--- src/rtl/steel_fetch_unit.sv ---
// steel_fetch_unit: pipelined instruction fetch with request/grant/response memory port,
// DEPTH-entry {PC, instruction} prefetch queue and redirect/discard handling.
module steel_fetch_unit #(
    parameter int                ADDR_W       = 32,
    parameter int                DEPTH        = 4,
    parameter logic [ADDR_W-1:0] BOOT_ADDRESS = '0
) (
    input  logic              i_clk,
    input  logic              i_reset,
    input  logic              i_redirect,
    input  logic [ADDR_W-1:0] i_redirect_addr,
    output logic              o_i_req,
    output logic [ADDR_W-1:0] o_i_addr,
    input  logic              i_i_gnt,
    input  logic              i_i_rvalid,
    input  logic [31:0]       i_i_rdata,
    output logic              o_out_valid,
    output logic [31:0]       o_out_instr,
    output logic [ADDR_W-1:0] o_out_pc,
    input  logic              i_out_ready,
    output logic              o_fetch_fault
);
    localparam int CW = $clog2(DEPTH + 1);
    localparam int PW = $clog2(DEPTH);

    logic [ADDR_W-1:0] r_fpc, r_rpc;
    logic [CW-1:0]     r_count, r_outst, r_discard;
    logic              r_fault;
    logic [PW-1:0]     r_wptr, r_rptr;
    logic [ADDR_W-1:0] r_pc_mem [DEPTH];
    logic [31:0]       r_ins_mem [DEPTH];

    logic [CW:0] w_used;
    logic        w_grant, w_rsp, w_push, w_pop;

    // Credit covers queued plus in-flight entries so a response can always be pushed.
    assign w_used        = {1'b0, r_count} + {1'b0, r_outst};
    assign o_i_req       = !i_reset && !i_redirect && !r_fault && (w_used < (CW+1)'(DEPTH));
    assign o_i_addr      = r_fpc;
    assign w_grant       = o_i_req && i_i_gnt;
    assign w_rsp         = i_i_rvalid && (r_outst != '0);
    assign w_push        = w_rsp && (r_discard == '0) && !i_redirect && !i_reset;
    assign o_out_valid   = r_count != '0;
    assign w_pop         = o_out_valid && i_out_ready && !i_redirect;
    assign o_out_pc      = o_out_valid ? r_pc_mem[r_rptr] : '0;
    assign o_out_instr   = o_out_valid ? r_ins_mem[r_rptr] : '0;
    assign o_fetch_fault = r_fault;

    always_ff @(posedge i_clk) begin
        if (i_reset) begin
            r_fpc     <= BOOT_ADDRESS;
            r_rpc     <= BOOT_ADDRESS;
            r_count   <= '0;
            r_outst   <= '0;
            r_discard <= '0;
            r_fault   <= 1'b0;
            r_wptr    <= '0;
            r_rptr    <= '0;
        end else if (i_redirect) begin
            r_fpc     <= i_redirect_addr;
            r_rpc     <= i_redirect_addr;
            r_count   <= '0;
            r_wptr    <= '0;
            r_rptr    <= '0;
            r_outst   <= r_outst - CW'(w_rsp);
            r_discard <= r_outst - CW'(w_rsp);
            r_fault   <= |i_redirect_addr[1:0];
        end else begin
            if (w_grant)
                r_fpc <= r_fpc + ADDR_W'(4);
            if (w_rsp && r_discard != '0)
                r_discard <= r_discard - CW'(1);
            if (w_push) begin
                r_rpc  <= r_rpc + ADDR_W'(4);
                r_wptr <= r_wptr + PW'(1);
            end
            if (w_pop)
                r_rptr <= r_rptr + PW'(1);
            r_outst <= r_outst + CW'(w_grant) - CW'(w_rsp);
            r_count <= r_count + CW'(w_push) - CW'(w_pop);
        end
    end

    always_ff @(posedge i_clk) begin
        if (w_push) begin
            r_pc_mem[r_wptr]  <= r_rpc;
            r_ins_mem[r_wptr] <= i_i_rdata;
        end
    end
endmodule

--- config.mk ---
export PLATFORM = sky130hd
export DESIGN_NAME = steel_fetch_unit
export DESIGN_NICKNAME = d
export VERILOG_FILES = /design/src/rtl/steel_fetch_unit.sv
export SDC_FILE = /design/constraint.sdc
export NUM_CORES = 1
export LEC_CHECK = 0
export ABC_AREA = 1
export ABC_CLOCK_PERIOD_IN_PS = 5800
export BUFFER_PORTS_ARGS = -buffer_cell sky130_fd_sc_hd__buf_4
export CORE_MARGIN = 2
export CORE_UTILIZATION = 44
export CTS_CLUSTER_DIAMETER = 60
export CTS_CLUSTER_SIZE = 25
export DETAILED_ROUTE_END_ITERATION = 6
export RECOVER_POWER = 100
export SLEW_MARGIN = 20
export SYNTH_ARGS = -nofsm -noshare
export SYNTH_HDL_FRONTEND = slang
export SYNTH_SLANG_ARGS = --single-unit
export TNS_END_PERCENT = 20
--- constraint.sdc ---
create_clock -name i_clk -period 5.8 [get_ports i_clk]
set_input_delay 1.16 -clock i_clk [delete_from_list [all_inputs] [get_ports i_clk]]
set_output_delay 1.16 -clock i_clk [all_outputs]
set_load 0.01 [all_outputs]
==> run summary, run 1 <==
Share of cells above drive strength 1 = 7.08%
Detail-routed via count per cell = 5.24
Initial DRC count = 872
Hold Fails Final Rpt = 0
Critical R2R Capture = r_count[2]
DR vias = 11700
YS warnings = 0
Remaining antenna violation count = 0
Synth area leader = edfxtp_1
Flop2flop setup slack = 2.44 ns
TritonCTS buffer count = 27
Max_cap viols = 1
Core area = 33700 um^2
CP max FO = 47
Worst slew pin tran = 1.72 ns
Launch point of the worst path = i_redirect
Cell Pwr Density = 296 nW/um^2
Post-DP HPWL = 23100 um
# IOs = 169
Die H = 190 um
Hold_sp = r_rptr[1]
# H-tree levels = 1
ANT cells = 0
FP Rows = 67
Synthesized instance count = 1625
Area growth from synthesis to layout = 13.5%
RePlAce Congestion = 0.851
Slew HR = -14.8%
Final Max Slew Viols = 67
Synth area leaders = edfxtp_1, dfxtp_1, nor2_1, nand2_1, o21ai_0
Worst setup EP type = flip-flop
Drt drc = 0
Leakage Power = 6.20 nW
Clock root buffer = clkbuf_16
Critical Path RT = 6.27 ns
Fin nets = 1847
Post-synth EDFFs = 256
Failing checks = capacitance limit, slew limit
Worst vdd ir = 0.194 mV
CTS tree = built
CTS Hold Bufs = 0
Worst r2r src = r_count[1]
Avg Synthesized Cell Area = 9.32 um^2
Synth top area share = 50.8%
Die width = 190 um
Post-cts sizing count = 0
Syn_nets = 1713
Top FF cell, synth = edfxtp_1
Min cycle time layout = 4.56 ns
HP Class = reg -> reg
Critical Path AT = 5.04 ns
Total gr overflow = 0
IO buf count = 168
Clock slew at reported path FFs = 0.08 ns
Cells on Worst Hold Path = 2
DIE AREA = 35900 um^2
Initial Utilization = 44.9%
Final total negative setup slack = 0 ns
Drt wl/cell = 17.0 um
Clock Skews = 0.0138 ns
Critical path class = in -> reg
Seq/Total Area, Yosys = 61.4%
Vias in the first global route = 11100
Largest net degree at the start of global routing = 78
Fmax = 219 MHz
Synth async-reset ratio = 0%
All-Layer GR Usage = 20.6%
RSZ-0062 raised after global routing = no
Initial DRT Pass Iterations = 5
Setup-failing EPs final = 0
#FFs+latches synth = 336
Yosys cell types = 36
Post-CTS setup buffer count = 0
Initial antenna violation count = 0
Mapped cell area = 15100 um^2
Outcome = complete, but fails checks
CTS sink cnt = 336
Fin crit share = 78.7%
DRT Wirelength = 37800 um
Reg2Reg Depth = 11
Clk buf depth = 3
Finished Core Util = 51.0%
Worst Setup Start Kind = input port
Clk_lat worst skew = 0.55 ns
First-pass GRT wire length = 59000 um
-- per-stage QoR --
stage                     cell area [um^2]  hold slack [ns]  setup WS [ns]  total power [mW]  instances
final                                17200            0.459           1.24              5.09       2227
after global routing                 17200            0.475          0.860              5.30       2227
after CTS                            17700            0.457           1.63              5.17       2227
after detailed placement             16700            0.448           1.74              3.26       2178
after global placement               16700            0.448           1.78              3.25       2178
after floorplan                      15100            0.436          0.902              3.07       1625
-- metal layers --
| layer | vias to the layer above | routed length [um] | GRT usage [%] |
|---|---|---|---|
| met5 | - | 0 | 0 |
| met4 | 0 | 897 | 5.75 |
| met3 | 63 | 2340 | 2.85 |
| met2 | 369 | 17300 | 33.3 |
| met1 | 5491 | 17200 | 29.2 |
| li1 | 5744 | - | - |
-- cell usage after synthesis, types with 16 or more instances --
| library cell | instances |
|---|---|
| edfxtp_1 | 256 |
| buf_2 | 25 |
| nand4_1 | 17 |
| a21oi_1 | 124 |
| dfxtp_1 | 80 |
| clkbuf_1 | 26 |
| nand3_1 | 66 |
| nand2_1 | 271 |
| nor2_1 | 359 |
| o21ai_0 | 177 |
| inv_1 | 105 |
| ha_1 | 16 |
-- report_power, final --
group          total (mW)  internal (mW)  switching, mW
Combinational       0.403          0.141          0.261
Sequential           2.77           2.68         0.0919
Clock                1.91          0.934          0.980
-- placed cells by master (no fill, tap or decap), types with 5 or more instances in the layout --
| cell | Yosys | routed |
|---|---|---|
| nand3b_1 | 11 | 11 |
| o21ai_1 | 9 | 5 |
| buf_4 | 4 | 51 |
| nor2_4 | 3 | 6 |
| a21oi_1 | 124 | 124 |
| nand2_1 | 271 | 273 |
| xor2_1 | 9 | 9 |
| edfxtp_1 | 256 | 256 |
| inv_8 | 0 | 7 |
| a31oi_1 | 6 | 6 |
| nor2_2 | 9 | 8 |
| ha_1 | 16 | 16 |
| nor2_1 | 359 | 358 |
| clkbuf_16 | 0 | 27 |
| nand4_1 | 17 | 17 |
| clkinv_8 | 0 | 7 |
| o21ai_0 | 177 | 181 |
| inv_1 | 105 | 109 |
| dfxtp_1 | 80 | 78 |
| nand3_1 | 66 | 66 |
| clkbuf_1 | 26 | 126 |
-- cell families after synthesis --
logic type | after synthesis | share of synthesized area [%]
and+or+nand+nor | 749 | 20.3
DFF | 336 | 61.4
AOI/OAI and AO/OA | 327 | 11.1
buffers and inverters | 184 | 5.07
adders and majority gates | 18 | 1.59
xor gates and xnor gates | 11 | 0.636
-- registers in the layout, indices dropped and copies added (netlist names), named ones only --
name,count
r_ins_mem,128
r_pc_mem,128
o_i_addr,32
r_rpc,32
r_count,3
r_discard,3
r_outst,3
r_rptr,2
r_wptr,2
o_fetch_fault,1
-- worst max-delay path by stage --
stage,endpoint,cells past startpoint
after floorplan,r_ins_mem[0][0],5
after global placement,r_count[2],11
after global routing,o_out_pc[18],5
after detailed placement,r_count[2],11
final,r_count[2],11
after CTS,o_out_pc[19],6
-- worst max-delay path: stages --
cell	delay, ns
buf_4	0.26
nor2_1	1.11
nand4_1	0.98
ha_1	0.59
inv_1	0.06
ha_1	0.13
inv_1	0.05
fa_1	0.35
inv_1	0.07
o21ai_0	0.08
a21oi_1	0.17
-- layout make-up --
type | instances | area [um^2]
fillers | 3234 | 16500
flip-flops and latches | 336 | 9290
multi-input cells | 1105 | 5080
repair buffers | 179 | 881
clock buffers | 27 | 676
well taps | 448 | 561
inverters | 110 | 413
clock inverters | 22 | 274
No activity file was read; power rests on OpenSTA's default activity.
==> run 2, diff against run 1 <==
- ABC_AREA: 1 -> 0
- ABC_CLOCK_PERIOD_IN_PS: 5800 -> 4500
- clock period: 5.8 -> 4.5 ns (I/O delays scaled with it)
==> run summary, run 2 <==
TritonCTS buffer count = 27
CTS tree = built
Initial DRC count = 566
Setup-failing EPs final = 0
Vias in the first global route = 8405
Detail-routed via count per cell = 5.60
Worst slew pin tran = 1.92 ns
Area growth from synthesis to layout = 16.2%
Share of cells above drive strength 1 = 20.6%
Post-synthesis compound-gate area fraction = 6.07%
#FFs+latches synth = 336
CP delay by family, top = flip-flops
Clk_lat worst skew = 0.56 ns
Synthesized instance count = 945
CP max FO = 30
Failing checks = capacitance limit, slew limit
Drt wl/cell = 20.1 um
IO buf count = 168
Die H = 183 um
Syn_nets = 1033
Critical Path Max Stage Delay = 0.78 ns
Critical Path AT = 2.60 ns
Worst path bufs/invs = 2
Avg Synthesized Cell Area = 14.9 um^2
DR vias = 8559
DRT Wirelength = 30800 um
RSZ-0062 raised after global routing = no
Clk buf depth = 3
Most common cell after layout, fill and taps aside = edfxtp_1
Top FF cell, synth = edfxtp_1
Filler cells = 2683
Post-DP HPWL = 19100 um
RePlAce Congestion = 0.812
Main combinational cell family by area after synthesis = simple AND/OR/NAND/NOR gates
HP Class = reg -> reg
Fin nets = 1193
Largest net degree at the start of global routing = 75
Slew HR = -28.3%
Most instantiated cells after synthesis = edfxtp_1, dfxtp_1, and2_1, mux4_2, nand2_1
ANT cells = 0
Fin crit share = 77.7%
Biggest regs = r_ins_mem: 128 flops, r_pc_mem: 128 flops
Cell Pwr Density = 406 nW/um^2
Top cell by count, worst path = buf_4
Highest-delay cell along the critical path = dfxtp_4
FP Rows = 65
Post-synth EDFFs = 256
# IOs = 169
Clock root buffer = clkbuf_16
Synth area leader = edfxtp_1
CTS sink cnt = 336
Critical Path RT = 3.60 ns
Worst setup EP type = output pin
Post-cts sizing count = 0
Seq/Total Area, Yosys = 66.0%
Most frequent cells in the layout = edfxtp_1, buf_4, clkbuf_1, dfxtp_1, mux4_2
Die width = 183 um
Mapped cell area = 14100 um^2
Post-CTS setup buffer count = 0
Synth area leaders = edfxtp_1, dfxtp_1, mux4_2, and2_1, nand2_1
Critical path cell sequence = buf_4, mux4_2, and2_0, buf_4
Critical path class = reg -> out
Min cycle time layout = 3.50 ns
CTS Hold Bufs = 0
Drt drc = 0
Power Total = 6.64 mW
# H-tree levels = 1
Remaining antenna violation count = 0
Yosys cell types = 62
Synth Area in Simple Gates = 10.9%
Clock Skews = 0.0141 ns
Hold Fails Final Rpt = 0
Initial Utilization = 44.6%
Initial antenna violation count = 0
All-Layer GR Usage = 18.4%
Top-count cell post-synth = edfxtp_1
Worst vdd ir = 0.264 mV
Final total negative setup slack = 0 ns
Total gr overflow = 0
YS warnings = 0
Leakage Power = 5.34 nW
Max_cap viols = 4
Final Max Slew Viols = 228
Synth top area share = 54.6%
Synth async-reset ratio = 0%
Outcome = complete, but fails checks
DIE AREA = 33400 um^2
Worst Setup Start Kind = flip-flop
Clock slew at reported path FFs = 0.08 ns
Initial DRT Pass Iterations = 5
Core area = 31600 um^2
Post-Synth XOR/XNOR Area = 2.43%
Multiplexer share of the synthesized area = 10.5%
Adder-Cell Fraction of Synth Area = 1.71%
First-pass GRT wire length = 47900 um
Flop2flop setup slack = 1.02 ns
Fmax = 286 MHz
## run 2: metal layers
| layer | vias to the layer above | part of all wire, % | track usage, % |
|---|---|---|---|
| met1 | 4255 | 47 | 28.2 |
| met3 | 27 | 6.4 | 2.52 |
| met2 | 308 | 45 | 28.5 |
| met4 | 0 | 1.1 | 3.30 |
| li1 | 3969 | - | - |
| met5 | - | 0 | 0 |
## run 2: final cells by class
type	count	area [um^2]	area share, %
Sequential cell	336	9290	56.8
Clock inverter	23	293	1.79
Inverter	21	78.8	0.482
Clock buffer	27	676	4.13
Timing Repair Buffer	183	1050	6.45
Tap cell	402	503	3.07
Multi-Input combinational cell	536	4460	27.3
## run 2: report_power, final
part           switching [mW]  internal, mW
clock                    1.29          1.22
sequential              0.108          3.45
combinational           0.333         0.238
## run 2: final timing paths
| check | startpoint | cells after the start | end |
|---|---|---|---|
| setup reg to reg | r_discard[0] | 6 | r_ins_mem[0][8] |
| setup / recovery | flip-flop | 4 | o_out_pc[8] |
| hold reg to reg | o_i_addr[0] | 2 | o_i_addr[0] |
| hold / removal | o_i_addr[0] | 2 | o_i_addr[0] |
## run 2: logic make-up after synthesis
family / after synthesis
flip-flops: 336
AND/OR/NAND/NOR: 281
AO/OA/AOI/OAI: 130
buffers and inverters: 73
multiplexers: 68
XOR/XNOR: 39
adder cells (fa/ha/maj): 18
## run 2: worst register-to-register path, delay by kind of cell (launching register included)
family / cells / cell delay, ns
fa+ha+maj: 1 / 0.16
buf+inv: 2 / 1.45
flops: 1 / 0.32
simple gates: 3 / 1.10
## run 2: metrics by stage
| stage | cells | instance area, um^2 | setup slack, ns | utilization [%] | hold WS, ns |
|---|---|---|---|---|---|
| after CTS | 1528 | 16700 | 0.923 | 53.1 | 0.473 |
| after global placement | 1478 | 15800 | 1.23 | 50.0 | 0.462 |
| after floorplan | 945 | 14100 | 0.914 | - | 0.460 |
| after global routing | 1528 | 16400 | 0.727 | 51.8 | 0.511 |
| after detailed placement | 1478 | 15800 | 1.17 | 50.0 | 0.460 |
| final | 1528 | 16400 | 1.00 | 51.8 | 0.466 |
==> run 3, diff against run 2 <==
- ABC_CLOCK_PERIOD_IN_PS: 4500 -> 3540
- clock period: 4.5 -> 3.54 ns (I/O delays scaled with it)
==> run summary, run 3 (synthesized netlist as in run 2, its figures left out) <==
Outcome = complete, no violations
Fin nets = 1199
Clock Skews = 0.0190 ns
Switching power total = 2.16 mW
Drt wl/cell = 19.9 um
CTS tree = built
Initial DRT Pass Iterations = 5
All-Layer GR Usage = 18.4%
TritonCTS buffer count = 26
Drt drc = 0
Fin crit share = 90.5%
Share of cells above drive strength 1 = 20.6%
Worst slew pin tran = 1.44 ns
Critical Path AT = 2.49 ns
CP max FO = 52
Initial DRC count = 480
P_int = 6.38 mW
Setup-failing EPs final = 0
Worst r2r src = r_discard[0]
Flop2flop setup slack = 0.38 ns
Core area = 31600 um^2
Detail-routed via count per cell = 5.48
Initial Utilization = 44.6%
Clock share of power = 38.5%
IO buf count = 168
Critical path cell sequence = buf_12, mux4_2, and2_0, buf_4
CTS sink cnt = 336
ANT cells = 0
Placed Cells = 1485
Critical path class = reg -> out
Met3 Use GR = 2.54%
DR vias = 8405
Met1 Use GR = 28.1%
Switching portion of total power = 25.3%
Vias in the first global route = 8455
Leakage Power = 5.39 nW
RSZ-0062 raised after global routing = no
Post-placement setup slack = 0.543 ns
# H-tree levels = 1
Die H = 183 um
Cells on Worst Hold Path = 3
Critical Path RT = 2.83 ns
Clk_lat worst skew = 0.55 ns
Worst Setup Start Kind = flip-flop
Most common cell after layout, fill and taps aside = edfxtp_1
HP Class = in -> reg
Clock slew at reported path FFs = 0.09 ns
Post-DP HPWL = 19700 um
DRT Wirelength = 30500 um
Slew HR = 4.25%
RePlAce Congestion = 0.826
Hold_sp = i_redirect_addr[30]
# IOs = 169
Gate power share = 8.6%
Worst vdd ir = 0.336 mV
Die width = 183 um
Min cycle time layout = 3.20 ns
Post-CTS setup buffer count = 0
Max_cap viols = 0
Highest-delay cell along the critical path = dfxtp_1
Fin cells = 1533
Total gr overflow = 0
Reg2Reg Depth = 6
Fmax = 312 MHz
Final WS setup = 0.337 ns
Final Max Slew Viols = 0
Worst setup EP type = output pin
Clock root buffer = clkbuf_16
Met2 Use GR = 28.8%
Area growth from synthesis to layout = 16.8%
CTS Hold Bufs = 0
Seq pwr share = 52.9%
Global routing's busiest layer = met2
Post-cts sizing count = 0
Clk buf depth = 3
First-pass GRT wire length = 48200 um
Remaining antenna violation count = 0
Cell Pwr Density = 520 nW/um^2
Initial antenna violation count = 0
Biggest regs = r_ins_mem: 128 flops, r_pc_mem: 128 flops
Largest net degree at the start of global routing = 74
DIE AREA = 33400 um^2
Min-Delay Endpoint = o_i_addr[30]
Most frequent cells in the layout = edfxtp_1, buf_4, clkbuf_1, dfxtp_1, mux4_2
Final total negative setup slack = 0 ns
Critical R2R Capture = r_pc_mem[1][25]
Hold Fails Final Rpt = 0
Critical Path Max Stage Delay = 0.80 ns
FP Rows = 65
==> run 3: cell count changes in the layout (fill, tap and decap cells not counted), sizes merged <==
cell / delta
clkbuf: -2
clkinv: -2
buf: +9
inv: -1
clkinvlp: -1
bufinv: +2
==> run 3: cell type report <==
type	count	area (um^2)
tap	402	503
fill	2753	15100
clock inverter	21	319
timing repair buffer	190	1150
multi-input combinational	536	4430
sequential	336	9290
clock buffer	27	676
inverter	21	78.8
==> run 3: worst max-delay path by stage <==
stage	start	endpoint	cells after the start
after floorplan	i_i_rvalid	r_ins_mem[0][0]	4
after global placement	i_reset	r_outst[2]	12
after global routing	flip-flop	o_out_pc[2]	4
final	flip-flop	o_out_pc[18]	4
after detailed placement	i_reset	r_outst[2]	12
after CTS	flip-flop	o_out_pc[18]	4
==> run 3: metrics by stage <==
step | util (%) | area (um^2) | power, mW | hold slack, ns
detailed placement | 50.2 | 15900 | 5.40 | 0.463
floorplan | - | 14100 | 5.06 | 0.460
global placement | 50.2 | 15900 | 5.39 | 0.462
CTS | 53.4 | 16800 | 8.69 | 0.332
finish | 52.1 | 16400 | 8.54 | 0.399
global route | 52.1 | 16400 | 8.90 | 0.413
==> run 3: critical path: cells and delay by family, from the launching register on <==
family / cells / cell delay, ns
flip-flops: 1 / 0.80
buffers and inverters: 2 / 0.54
multiplexers: 1 / 0.36
AND/OR/NAND/NOR: 1 / 0.22
==> run 3: routing by layer <==
metal	vias to the layer above	wire length, um
met5	-	0
met4	0	370
met3	28	1660
met2	265	13800
met1	4137	14700
li1	3975	-
==> run 3: power by group through the flow <==
stage	combinational, mW	sequential [mW]	clock (mW)
5_1_grt	0.829	4.54	3.53
3_3_place_gp	0.787	4.61	0
3_5_place_dp	0.793	4.61	0
2_1_floorplan	0.477	4.58	0
4_1_cts	0.797	4.52	3.37
6_report	0.734	4.52	3.29
